===== src/rtl/led_seq_ctl_if.sv =====
// Bus bundle for the LED strobe sequencer: configuration, projector trigger and strobe status.
// Optional LED_SEQ_CTL_MISS_CNT_EN adds the saturating miss_cnt status field.
interface led_seq_ctl_if #(
    parameter int NUM_CH = 8,
    parameter int CNT_W  = 32,
    parameter int SLOT_W = 4
);
    logic [SLOT_W-1:0]   LedNum;
    logic [CNT_W-1:0]    LedDly;
    logic [CNT_W-1:0]    LedExp;
    logic [4*NUM_CH-1:0] LedSeq;
    logic                seq_rst;
    logic                PROJ_TRG;
    logic [NUM_CH-1:0]   trig;
    logic                busy;
    logic [SLOT_W-1:0]   cur_slot;
    logic                miss;
`ifdef LED_SEQ_CTL_MISS_CNT_EN
    logic [15:0]         miss_cnt;

    modport master (
        output LedNum, LedDly, LedExp, LedSeq, seq_rst, PROJ_TRG,
        input  trig, busy, cur_slot, miss, miss_cnt
    );
    modport slave (
        input  LedNum, LedDly, LedExp, LedSeq, seq_rst, PROJ_TRG,
        output trig, busy, cur_slot, miss, miss_cnt
    );
`else
    modport master (
        output LedNum, LedDly, LedExp, LedSeq, seq_rst, PROJ_TRG,
        input  trig, busy, cur_slot, miss
    );
    modport slave (
        input  LedNum, LedDly, LedExp, LedSeq, seq_rst, PROJ_TRG,
        output trig, busy, cur_slot, miss
    );
`endif
endinterface


===== src/rtl/led_seq_ctl.sv =====
// Projector-synchronised LED strobe sequencer: each trigger rise fires the next slot after a delay.
// Optional feature macro: LED_SEQ_CTL_MISS_CNT_EN (saturating 16-bit dropped-trigger counter).
module led_seq_ctl #(
    parameter int NUM_CH = 8,
    parameter int CNT_W  = 32,
    parameter int SLOT_W = 4
) (
    input  logic         clk,
    input  logic         rst,
    led_seq_ctl_if.slave bus
);
    localparam logic [1:0] ST_IDLE   = 2'd0;
    localparam logic [1:0] ST_DELAY  = 2'd1;
    localparam logic [1:0] ST_EXPOSE = 2'd2;
    localparam logic [1:0] ST_HOLD   = 2'd3;

    localparam logic [CNT_W-1:0]  CNT_ZERO  = {CNT_W{1'b0}};
    localparam logic [CNT_W-1:0]  CNT_ONE   = CNT_W'(1'b1);
    localparam logic [SLOT_W-1:0] SLOT_ZERO = {SLOT_W{1'b0}};
    localparam logic [SLOT_W-1:0] SLOT_ONE  = SLOT_W'(1'b1);
    localparam logic [SLOT_W-1:0] SLOT_MAX  = SLOT_W'(NUM_CH);
    localparam logic [NUM_CH-1:0] LIT_OFF   = {NUM_CH{1'b0}};

    logic [1:0]        state_q, state_d;
    logic              trg_q, trg_d;
    logic [CNT_W-1:0]  cnt_q, cnt_d;
    logic [CNT_W-1:0]  exp_q, exp_d;
    logic [SLOT_W-1:0] num_q, num_d;
    logic [SLOT_W-1:0] slot_q, slot_d;
    logic [NUM_CH-1:0] lit_q, lit_d;
    logic              pend_q, pend_d;
    logic              miss_q, miss_d;

    logic              rise_s;
    logic [SLOT_W-1:0] num_clamp_s;
    logic [SLOT_W:0]   slot_inc_s;
    logic [SLOT_W-1:0] adv_slot_s;
    logic [SLOT_W-1:0] fire_s;
    logic [NUM_CH-1:0] lit_fire_s;
    logic [NUM_CH-1:0] trig_s;

    assign rise_s = bus.PROJ_TRG & ~trg_q;

    // Effective slot count, next slot after this frame, and the one-hot pattern to light.
    always_comb begin
        if (bus.LedNum == SLOT_ZERO) begin
            num_clamp_s = SLOT_ONE;
        end else if (bus.LedNum > SLOT_MAX) begin
            num_clamp_s = SLOT_MAX;
        end else begin
            num_clamp_s = bus.LedNum;
        end
        slot_inc_s = {1'b0, slot_q} + {1'b0, SLOT_ONE};
        if (bus.seq_rst | pend_q) begin
            adv_slot_s = SLOT_ZERO;
        end else if (slot_inc_s >= {1'b0, num_q}) begin
            adv_slot_s = SLOT_ZERO;
        end else begin
            adv_slot_s = slot_inc_s[SLOT_W-1:0];
        end
        // A slot left out of range by a shrunken LedNum falls back to slot 0.
        fire_s = (slot_q >= num_q) ? SLOT_ZERO : slot_q;
        for (int i = 0; i < NUM_CH; i++) begin
            lit_fire_s[i] = (fire_s == SLOT_W'(i));
        end
    end

    // Frame sequencing: delay, exposure (timed or trigger-following), then wait for trigger low.
    always_comb begin
        state_d = state_q;
        trg_d   = bus.PROJ_TRG;
        cnt_d   = cnt_q;
        exp_d   = exp_q;
        num_d   = num_q;
        slot_d  = slot_q;
        lit_d   = lit_q;
        pend_d  = pend_q | bus.seq_rst;
        miss_d  = (state_q != ST_IDLE) & rise_s;
        case (state_q)
            ST_IDLE: begin
                pend_d = 1'b0;
                slot_d = (bus.seq_rst | pend_q) ? SLOT_ZERO : slot_q;
                if (rise_s) begin
                    num_d   = num_clamp_s;
                    cnt_d   = bus.LedDly;
                    exp_d   = bus.LedExp;
                    state_d = ST_DELAY;
                end else begin
                    state_d = ST_IDLE;
                end
            end
            ST_DELAY: begin
                if (cnt_q != CNT_ZERO) begin
                    cnt_d = cnt_q - CNT_ONE;
                end else begin
                    lit_d   = lit_fire_s;
                    cnt_d   = exp_q;
                    state_d = ST_EXPOSE;
                end
            end
            ST_EXPOSE: begin
                if (exp_q == CNT_ZERO) begin
                    if (!bus.PROJ_TRG) begin
                        lit_d   = LIT_OFF;
                        slot_d  = adv_slot_s;
                        pend_d  = 1'b0;
                        state_d = ST_IDLE;
                    end else begin
                        state_d = ST_EXPOSE;
                    end
                end else if (cnt_q != CNT_ZERO) begin
                    cnt_d = cnt_q - CNT_ONE;
                end else begin
                    lit_d   = LIT_OFF;
                    slot_d  = adv_slot_s;
                    pend_d  = 1'b0;
                    state_d = ST_HOLD;
                end
            end
            ST_HOLD: begin
                state_d = bus.PROJ_TRG ? ST_HOLD : ST_IDLE;
            end
            default: begin
                state_d = ST_IDLE;
                lit_d   = LIT_OFF;
            end
        endcase
    end

    // State registers with synchronous active-low reset.
    always_ff @(posedge clk) begin
        if (!rst) begin
            state_q <= ST_IDLE;
            trg_q   <= 1'b0;
            cnt_q   <= CNT_ZERO;
            exp_q   <= CNT_ZERO;
            num_q   <= SLOT_ZERO;
            slot_q  <= SLOT_ZERO;
            lit_q   <= LIT_OFF;
            pend_q  <= 1'b0;
            miss_q  <= 1'b0;
        end else begin
            state_q <= state_d;
            trg_q   <= trg_d;
            cnt_q   <= cnt_d;
            exp_q   <= exp_d;
            num_q   <= num_d;
            slot_q  <= slot_d;
            lit_q   <= lit_d;
            pend_q  <= pend_d;
            miss_q  <= miss_d;
        end
    end

    // Routing: each pin follows the logical slot its code names; bad codes fall back to slot 0.
    always_comb begin
        for (int p = 0; p < NUM_CH; p++) begin
            logic [3:0] code;
            logic       pick;
            code = bus.LedSeq[4*p +: 4];
            pick = lit_q[0];
            for (int j = 0; j < NUM_CH; j++) begin
                pick = (code == 4'(j + 1)) ? lit_q[j] : pick;
            end
            trig_s[p] = ~pick;
        end
    end

`ifdef LED_SEQ_CTL_MISS_CNT_EN
    logic [15:0] miss_cnt_q, miss_cnt_d;

    // Saturating miss counter; seq_rst wins over a coincident miss.
    always_comb begin
        if (bus.seq_rst) begin
            miss_cnt_d = 16'h0000;
        end else if (miss_d && (miss_cnt_q != 16'hFFFF)) begin
            miss_cnt_d = miss_cnt_q + 16'h0001;
        end else begin
            miss_cnt_d = miss_cnt_q;
        end
    end

    // Miss counter register.
    always_ff @(posedge clk) begin
        if (!rst) begin
            miss_cnt_q <= 16'h0000;
        end else begin
            miss_cnt_q <= miss_cnt_d;
        end
    end

    assign bus.miss_cnt = miss_cnt_q;
`endif

    assign bus.trig     = trig_s;
    assign bus.busy     = (state_q != ST_IDLE);
    assign bus.cur_slot = slot_q;
    assign bus.miss     = miss_q;
endmodule

===== src/flat_wrapper.sv =====
// flat-port wrapper written by rule: the top's interface ports become plain ports
module led_seq_ctl_flat 
#(
    parameter int NUM_CH = 8,
    parameter int CNT_W  = 32,
    parameter int SLOT_W = 4
)
  (clk, rst, bus_LedNum, bus_LedDly, bus_LedExp, bus_LedSeq, bus_seq_rst, bus_PROJ_TRG, bus_trig, bus_busy, bus_cur_slot, bus_miss);
  led_seq_ctl_if #(.NUM_CH(NUM_CH), .CNT_W(CNT_W), .SLOT_W(SLOT_W)) bus_i ();
  input  logic clk;
  input  logic rst;
  input wire logic [$bits(bus_i.LedNum)-1:0] bus_LedNum;
  input wire logic [$bits(bus_i.LedDly)-1:0] bus_LedDly;
  input wire logic [$bits(bus_i.LedExp)-1:0] bus_LedExp;
  input wire logic [$bits(bus_i.LedSeq)-1:0] bus_LedSeq;
  input wire logic [$bits(bus_i.seq_rst)-1:0] bus_seq_rst;
  input wire logic [$bits(bus_i.PROJ_TRG)-1:0] bus_PROJ_TRG;
  output wire logic [$bits(bus_i.trig)-1:0] bus_trig;
  output wire logic [$bits(bus_i.busy)-1:0] bus_busy;
  output wire logic [$bits(bus_i.cur_slot)-1:0] bus_cur_slot;
  output wire logic [$bits(bus_i.miss)-1:0] bus_miss;
  assign bus_i.LedNum = bus_LedNum;
  assign bus_i.LedDly = bus_LedDly;
  assign bus_i.LedExp = bus_LedExp;
  assign bus_i.LedSeq = bus_LedSeq;
  assign bus_i.seq_rst = bus_seq_rst;
  assign bus_i.PROJ_TRG = bus_PROJ_TRG;
  assign bus_trig = bus_i.trig;
  assign bus_busy = bus_i.busy;
  assign bus_cur_slot = bus_i.cur_slot;
  assign bus_miss = bus_i.miss;
  led_seq_ctl #(.NUM_CH(NUM_CH), .CNT_W(CNT_W), .SLOT_W(SLOT_W)) u_core (.clk(clk), .rst(rst), .bus(bus_i));
endmodule

===== config.mk =====
export PLATFORM = sky130hd
export DESIGN_NAME = led_seq_ctl_flat
export DESIGN_NICKNAME = d
export VERILOG_FILES = /design/src/rtl/led_seq_ctl_if.sv /design/src/rtl/led_seq_ctl.sv /design/src/flat_wrapper.sv
export SDC_FILE = /design/constraint.sdc
export NUM_CORES = 1
export LEC_CHECK = 0
export ABC_AREA = 0
export CAP_MARGIN = 20
export CORE_MARGIN = 1.5
export CORE_UTILIZATION = 46
export CTS_CLUSTER_DIAMETER = 80
export DETAILED_ROUTE_END_ITERATION = 6
export PLACE_DENSITY = 0.83
export REMOVE_ABC_BUFFERS = 1
export SLEW_MARGIN = 0
export SYNTH_ARGS = -nofsm -noshare
export SYNTH_HDL_FRONTEND = slang
export SYNTH_SLANG_ARGS = --single-unit

===== constraint.sdc =====
create_clock -name clk -period 2.4 [get_ports clk]
set_input_delay 0.48 -clock clk [delete_from_list [all_inputs] [get_ports clk]]
set_output_delay 0.48 -clock clk [all_outputs]
set_load 0.01 [all_outputs]

# Word level (Yosys, flattened, before mapping)

Cells that the tools add are included.
W data, S select, Z words.

Add/subtract/negate cells: 2
$lt $le $gt $ge: 3
Equal/unequal tests: 73
Muxes and demuxes: 87
Bitwise operators: 12
Reductions and logical operators: 14

Operators with widths:

| kind                    | number |
|---|---|
| $eq A4 B3 Y1 const B    | 36 |
| $mux W32                | 4 |
| $pmux W32 S3            | 1 |
| $eq A4 B2 Y1 const B    | 18 |
| $mux W1                 | 60 |
| $mux W4                 | 9 |
| $eq A4 B4 Y1 const B    | 8 |
| $logic_not A32 Y1       | 1 |
| $mux W8                 | 4 |
| $reduce_bool A32 Y1     | 1 |
| $sub A32 B1 Y32 const B | 1 |
| $pmux W8 S2             | 1 |
| $reduce_and A4 Y1       | 3 |
| $mux W2                 | 5 |
| $not A1 Y1              | 9 |
| $logic_not A4 Y1        | 2 |
| $pmux W2 S4             | 1 |
| $pmux W4 S2             | 1 |
| $ne A2 B1 Y1 const B    | 3 |
| $ne A3 B3 Y1 const B    | 2 |
| $reduce_bool A2 Y1      | 3 |
| $add A4 B1 Y5 const B   | 1 |
| $ge A5 B4 Y1            | 1 |
| $eq A2 B2 Y1 const B    | 2 |
| other kinds (11)        | 14 |

Flip-flop bits (word level): 85
Input port bits: 104
Logic and storage cells: 200

# Logic depth before layout (Yosys ltp)

Gate-level depths: netlist of the first run.

Depth after elaboration: 9
Gate-level depth with buffers: 10
Depth with buffers taken out: 8

# Least setup slack after synthesis of the first run

No wires, ideal clock.

Kind: register to register
Start point: register u_core.cnt_q[0]
End point: register u_core.cnt_q[6]
Library setup time: 117 ps
Data arrival time: 2233 ps
Data required time: 2283 ps
Path slack: 49 ps
Stages on the path, launching flop included: 11
Cell sequence: dfxtp_1 inv_1 ha_1 nor3b_2 nand4_1 nor3_4 o21ai_1 and3_1 buf_2 buf_6 a32o_1

Longest elaborated chain between the ends: 4

Ends and longest elaborated chain:

| item                   | line                                  | RTL |
|---|---|---|
| start, declared        | led_seq_ctl.sv:26                     | `logic [CNT_W-1:0] cnt_q, cnt_d;` |
| start signal, assigned | led_seq_ctl.sv:145                    | `cnt_q <= cnt_d;` |
| $sub A32 B1 Y32        | led_seq_ctl.sv:94, led_seq_ctl.sv:112 |  |
| $mux W32               | led_seq_ctl.sv:111                    | `end else if (cnt_q != CNT_ZERO) begin` |
| $mux W32               | led_seq_ctl.sv:102                    | `if (exp_q == CNT_ZERO) begin` |
| $pmux W32 S3           | led_seq_ctl.sv:79                     | `case (state_q)` |

Several ways; a longest one is shown, not always the timed one. The select of a mux whose other input is x is not followed.
A chain may end at the register's enable or synchronous reset.

# Final worst setup path of the first run

Start point: register u_core.cnt_q[27]
End point: register u_core.cnt_q[17]

Longest elaborated chain between the ends: 3

Ends and longest elaborated chain:

| item                                                     | line |
|---|---|
| $reduce_bool A32 Y1 *                                    | led_seq_ctl.sv:93, led_seq_ctl.sv:111 |
| $mux W32 / $ne A2 B1 Y1 (equally long branches)          | n/a |
| $pmux W32 S3 / $reduce_and A4 Y1 (equally long branches) | n/a |

Mark *: on every way between the ends. The rest lies on a longest branch, timed or not.

==> out/results.ini, run 1 <==
[placement]
place_ws_ns = -0.555
placed_cell_area_um2 = 6940
gp_congestion = 0.846
portBuffers = 117
hpwl_um = 11300

[finish]
design_area_um2 = 7430
nNetsFinal = 931
drive_above_1_share_pct = 18.2
area_growth_pct = 39.1
fill_cells = 913
fin_util_pct = 65.4
antennaDiodeCount = 0

[synthesis]
yosysUniqueCellTypes = 50
synthCells = 669
syn_area_per_cell_um2 = 7.99
synth_area_um2 = 5340
seq_area_frac_synth_pct = 31.8
synth_edf_count = 0
synth_seq_cells = 85
synthFlopType = dfxtp_1
asyncSetResetFlopFracSynth_pct = 0
yosys_warnings = 0

[sta]
finalCriticalPeriod_ns = 2.47
finalCritPeriodShare_pct = 103
skew_ns = 0.00729
finalSetupViolations = 17
relSlewSlack_pct = 62.4
tightestPinTransition_ns = 0.564
rsz0062_at_grt = true
hold_violations = 0
setup_slack_ns = -0.0673
fmax_ghz = 0.405
slew_viol_final = 0

[global_routing]
grt_pass1_vias = 5683
grtUsageTotal_pct = 26.0
grt_pass1_wl_um = 26600
antenna_found_initial = 0
gr-total-overflow = 0
grt_start_max_net_pins = 66

[floorplan]
die_h_um = 111
fp-row-count = 39
ios = 118
dieArea_um2 = 12300
start_util_pct = 47.0
die_w_um = 111
core_um2 = 11400

[min_path]
min_from = u_core.num_q[1]
hp-class = register to register
holdPathEnd = u_core.num_q[1]
hold_path_depth = 2

[clock_tree]
cts-buffers-inserted = 9
hold_buffers = 0
clk_latency_ns = 0.34
clk_pin_slew_ns = 0.06
htreeDepth = 3
cts-root-buf = clkbuf_16
clkSinkCount = 85
cts_tree = done
cts_buffer_depth = 2

[pwr]
leakagePower_uw = 0.00271
clkPwrFrac_pct = 17.3
p_sw_uw = 3630
pwr-share-seq_pct = 26.2
switching_share_pct = 41.6
p_comb_share_pct = 56.5
vdd_drop_max_mv = 0.816
p_int_uw = 5110
powerDensity_nw_per_um2 = 1180

[run]
max-cap-violations = 0

[setup_path]
crit_slowest_cell = or4_4
cp-end-kind = register
cp-startpoint = u_core.cnt_q[27]
crit_fanout = 7
worst_ep_arrival_time_ns = 2.70
critical-path-max-stage-delay_ns = 0.57
crit_chain = or4_4, or4_4, o32ai_4, buf_6, clkbuf_16, o211ai_1, a32o_1
r2r_end = u_core.cnt_q[17]
crit_family = simple AND/OR/NAND/NOR gates
cp_data_required_time_ns = 2.64
cp_num_buf_inv = 2
cpMostUsedCell = or4_4
r2r_slack_ns = -0.07
rr_worst_depth = 7
r2r_start = u_core.cnt_q[27]
path_class = register to register
cp-start-kind = register

[outcome]
violations = setup timing
outcome = complete, but fails checks

[route]
wirelength_um = 16900
detail-route-antenna-nets = 0
dr.pass1.iters = 5
vias = 5689
avgViaCountPerCell = 5.93
drc = 0
drtIter0Drc = 571
post_drt_wl_per_cell_um = 17.6

what timing repair did:
item                                    CTS  global route
cloned                                    1             3
gates resized for setup                  47            21
buffers inserted                          0             4
endpoints found under the setup margin   19            46
pin swaps                                 2            25
cell usage in the layout (no fill, tap or decap), types with 4 or more instances in the layout:
master | Yosys | layout
a21oi_1 | 46 | 46
a32o_1 | 32 | 32
buf_12 | 0 | 5
buf_2 | 10 | 7
buf_4 | 0 | 45
buf_6 | 3 | 4
clkbuf_16 | 0 | 11
clkdlybuf4s50_1 | 0 | 100
dfxtp_1 | 85 | 82
dlygate4sd2_1 | 0 | 7
ha_1 | 15 | 14
inv_1 | 11 | 11
mux2i_1 | 26 | 26
mux4_2 | 8 | 8
nand2_1 | 144 | 144
nand2b_1 | 8 | 8
nand3_1 | 12 | 12
nand4_1 | 4 | 4
nor2_1 | 27 | 26
nor3_1 | 21 | 21
nor4_1 | 23 | 22
o211ai_1 | 31 | 31
o21ai_0 | 27 | 21
o21ai_1 | 2 | 7
or2_2 | 35 | 35
or3_1 | 6 | 6
xnor2_1 | 21 | 21
xor2_1 | 6 | 6
kinds of logic after synthesis:
group	synth area share, %
AO/OA/AOI/OAI	20.3
XOR/XNOR	4.43
adder cells (fa/ha/maj)	3.51
buffers and inverters	4.45
flip-flops	31.8
multiplexers	8.24
AND/OR/NAND/NOR	27.3
power groups by stage:
stage	logic (uW)	registers, uW	clock network [uW]
global placement	4230	2220	0
global route	5310	2340	1590
floorplan	2780	2180	0
CTS	4530	2240	1520
detailed placement	4370	2260	0
finish	4940	2290	1510
worst max-delay path by stage:
stage                                  end  slack (ns)  cells after the start
after floorplan            u_core.cnt_q[0]       -0.72                      8
after global placement         bus_trig[5]       -0.41                      6
after detailed placement       bus_trig[6]       -0.56                      6
after CTS                 u_core.cnt_q[12]       -0.06                      6
after global routing      u_core.cnt_q[17]       -0.13                      7
final                     u_core.cnt_q[17]       -0.07                      7
sequential cells by signal, indices dropped and copies added (netlist names):
register,flops
u_core.trg_q,1
u_core.num_q,4
u_core.pend_q,1
u_core.bus.miss,1
u_core.cnt_q,32
u_core.state_q,2
u_core.bus.cur_slot,4
u_core.lit_q,8
u_core.exp_q,32
cell type report:
type	instances	area, um^2	share of cell area (%)
Multi-Input combinational cell	530	3490	46.9
Inverter	12	45.0	0.606
Clock inverter	6	83.8	1.13
Clock buffer	10	239	3.21
Tap cell	143	179	2.41
Timing Repair Buffer	174	1690	22.8
Sequential cell	85	1710	22.9
layer usage:
metal | up-vias | routed length (um) | global-route usage, %
met5 | - | 0 | 0
met4 | 0 | 544 | 12.6
met1 | 2669 | 6990 | 32.1
met3 | 51 | 1170 | 4.81
met2 | 254 | 8170 | 43.5
li1 | 2715 | - | -
synthesized netlist by cell type (6+ instances only):
master / n / area (um^2)
mux2i_1: 26 / 260
buf_2: 10 / 50.1
dfxtp_1: 85 / 1700
nand2_1: 144 / 541
a21oi_1: 46 / 230
or3_1: 6 / 37.5
o21ai_0: 27 / 135
o211ai_1: 31 / 233
nor2_1: 27 / 101
nand2b_1: 8 / 50.1
nor3_1: 21 / 105
nand3_1: 12 / 60.1
xor2_1: 6 / 52.6
clkbuf_1: 26 / 97.6
or2_2: 35 / 219
ha_1: 15 / 188
xnor2_1: 21 / 184
a32o_1: 32 / 320
nor4_1: 23 / 144
inv_1: 11 / 41.3
mux4_2: 8 / 180
worst min-delay path, delay by kind of cell (launching register included):
family / cells / cell delay, ns
flops: 1 / 0.31
simple gates: 1 / 0.05
compound gates: 1 / 0.05
metrics by stage:
| stage | setup TNS [ns] | total power [uW] | std cells | hold slack (ns) |
|---|---|---|---|---|
| floorplan | -23.01 | 4970 | 627 | 0.432 |
| global placement | -3.14 | 6460 | 936 | 0.444 |
| detailed placement | -3.71 | 6620 | 936 | 0.451 |
| CTS | -0.876 | 8290 | 953 | 0.459 |
| global route | -2.90 | 9240 | 960 | 0.495 |
| finish | -0.775 | 8740 | 960 | 0.463 |
Note: power is estimated with default switching activity, not from simulation.
==> inputs of run 2 (changes only) <==
--- a/config.mk
+++ b/config.mk
@@ -11,8 +11,8 @@
 export CORE_UTILIZATION = 46
 export CTS_CLUSTER_DIAMETER = 80
 export DETAILED_ROUTE_END_ITERATION = 6
+export MAX_ROUTING_LAYER = met4
 export PLACE_DENSITY = 0.83
-export REMOVE_ABC_BUFFERS = 1
 export SLEW_MARGIN = 0
 export SYNTH_ARGS = -nofsm -noshare
 export SYNTH_HDL_FRONTEND = slang
==> run 2 against run 1 <==
Compared with the run above: the flow now finishes without violations; highest routed layer unchanged; cell count grew 0.10%; clock skew increased by 0.0020 ns; hold slack worse by 0.011 ns; largest power group unchanged; worst setup slack better by 0.093 ns; core utilization down 1.2 points; combinational power down 5.7%; clock power is 12% lower; critical endpoint is now u_core.cnt_q[9]; sequential share of layout area up 0.40 points; wire length shrank 9.0%; largest cell class unchanged.
==> out/results.ini, run 2 (synthesized netlist as in run 1, its figures left out) <==
[clock_tree]
cts-buffers-inserted = 9
cts_buffer_depth = 2
clk_latency_ns = 0.34
clkSinkCount = 85
cts-root-buf = clkbuf_16
htreeDepth = 3
cts_tree = done
hold_buffers = 0
clk_pin_slew_ns = 0.07

[route]
avgViaCountPerCell = 5.81
drtIter0Drc = 382
dr.pass1.iters = 6
wirelength_um = 15400
post_drt_wl_per_cell_um = 16.0
vias = 5580
detail-route-antenna-nets = 0
drc = 0

[pwr]
leakagePower_uw = 0.00265
vdd_drop_max_mv = 0.650
p_total_uw = 8280
powerDensity_nw_per_um2 = 1140

[placement]
hpwl_um = 10900
gp_congestion = 0.889
portBuffers = 117
placed_cell_area_um2 = 6940
place_ws_ns = -0.460

[floorplan]
start_util_pct = 47.0
dieArea_um2 = 12300
fp-row-count = 39
core_um2 = 11400
die_h_um = 111
ios = 118
die_w_um = 111

[outcome]
outcome = complete, no violations

[sta]
setup_slack_ns = 0.0258
fmax_ghz = 0.421
finalCritPeriodShare_pct = 98.9
finalCriticalPeriod_ns = 2.37
slew_viol_final = 0
relSlewSlack_pct = 62.2
tightestPinTransition_ns = 0.566
finalSetupTns_ns = 0
hold_violations = 0
rsz0062_at_grt = true
skew_ns = 0.00932
finalSetupViolations = 0

[setup_path]
path_class = register to register
cpMostUsedCell = or4_4
rr_worst_depth = 7
worst_ep_arrival_time_ns = 2.61
r2r_end = u_core.cnt_q[9]
crit_slowest_cell = or4_4
cp-start-kind = register
cp-end-kind = register
r2r_start = u_core.cnt_q[27]
crit_fanout = 9
cp_data_required_time_ns = 2.64
r2r_slack_ns = 0.03
critical-path-max-stage-delay_ns = 0.56
crit_chain = or4_4, or4_4, o32ai_4, buf_4, clkbuf_16, o211ai_1, a32o_1

[finish]
final_cell_mix = nand2_1 (144), clkdlybuf4s50_1 (101), dfxtp_1 (84)
drive_above_1_share_pct = 17.5
final_common_cell = nand2_1
area_growth_pct = 36.5
fin_util_pct = 64.2
top_regs = u_core.cnt_q x32, u_core.exp_q x32, u_core.lit_q x8
design_area_um2 = 7290
nNetsFinal = 932
antennaDiodeCount = 0

[global_routing]
antenna_found_initial = 0
grt_start_max_net_pins = 45
grt_pass1_wl_um = 25500
gr-total-overflow = 0
grt_pass1_vias = 5436
grtUsageTotal_pct = 25.5

[run]
max-cap-violations = 0

[synthesis]
syn-num-nets = 788

[min_path]
hold_path_depth = 2
holdPathEnd = u_core.num_q[2]
hp-class = register to register
min_from = u_core.num_q[2]

[run 2: changes by cell type in the layout (fill, tap and decap cells not counted), sizes merged]
cell           change
inv                +1
clkinv             -1
buf                +2
bufinv             -2
dlymetal6s2s       -1
clkinvlp           +2
clkbuf             -1
clkdlybuf4s50      +1
[run 2: routing by layer]
metal  GRT usage [%]  routed length, um
met3            3.88                884
met2            42.1               7350
met5               -                  0
met1            31.6               6740
met4            9.57                373
[run 2: per-stage QoR]
| step | hold slack [ns] | std cells |
|---|---|---|
| after floorplan | 0.432 | 669 |
| after global placement | 0.445 | 940 |
| after detailed placement | 0.446 | 940 |
| after CTS | 0.454 | 957 |
| after global routing | 0.483 | 961 |
| final | 0.452 | 961 |
[run 2: final cells by class]
class	count	area [um^2]
clock inverters	6	46.3
repair buffers	175	1620
well taps	143	179
flip-flops and latches	85	1700
multi-input cells	530	3470
fillers	971	4080
inverters	12	45.0
clock buffers	10	239
[run 2: how the worst max path moves through the flow]
stage	depth (start not counted)	from	slack, ns	to
global route	7	u_core.cnt_q[27]	-0.04	u_core.cnt_q[9]
finish	7	u_core.cnt_q[27]	0.03	u_core.cnt_q[9]
CTS	7	u_core.cnt_q[26]	-0.03	u_core.cnt_q[5]
global placement	6	bus_LedSeq[4]	-0.42	bus_trig[1]
detailed placement	6	bus_LedSeq[0]	-0.46	bus_trig[0]
floorplan	10	u_core.cnt_q[0]	0.05	u_core.cnt_q[6]
[run 2: report_power, final]
group          leakage [uW]  internal, uW  total, uW  switching (uW)
registers          0.000697          1800       2280             480
clock network      0.000135           737       1330             596
logic               0.00182          2220       4660            2450
total               0.00265          4760       8280            3520
[run 2: critical path: cells and delay by family (launching register included)]
family	cells	cell delay, ns
AOI/OAI and AO/OA	3	0.62
and+or+nand+nor	2	1.00
buffers and inverters	2	0.34
DFF	1	0.31
[run 2: repair_timing]
action                     4_1_cts  5_1_grt
setup endpoints to repair       24       45
pin swaps                        1        3
cloned                           1        1
gates resized for setup         43        8
setup buffers                    0        3
hold endpoints to repair         0        0
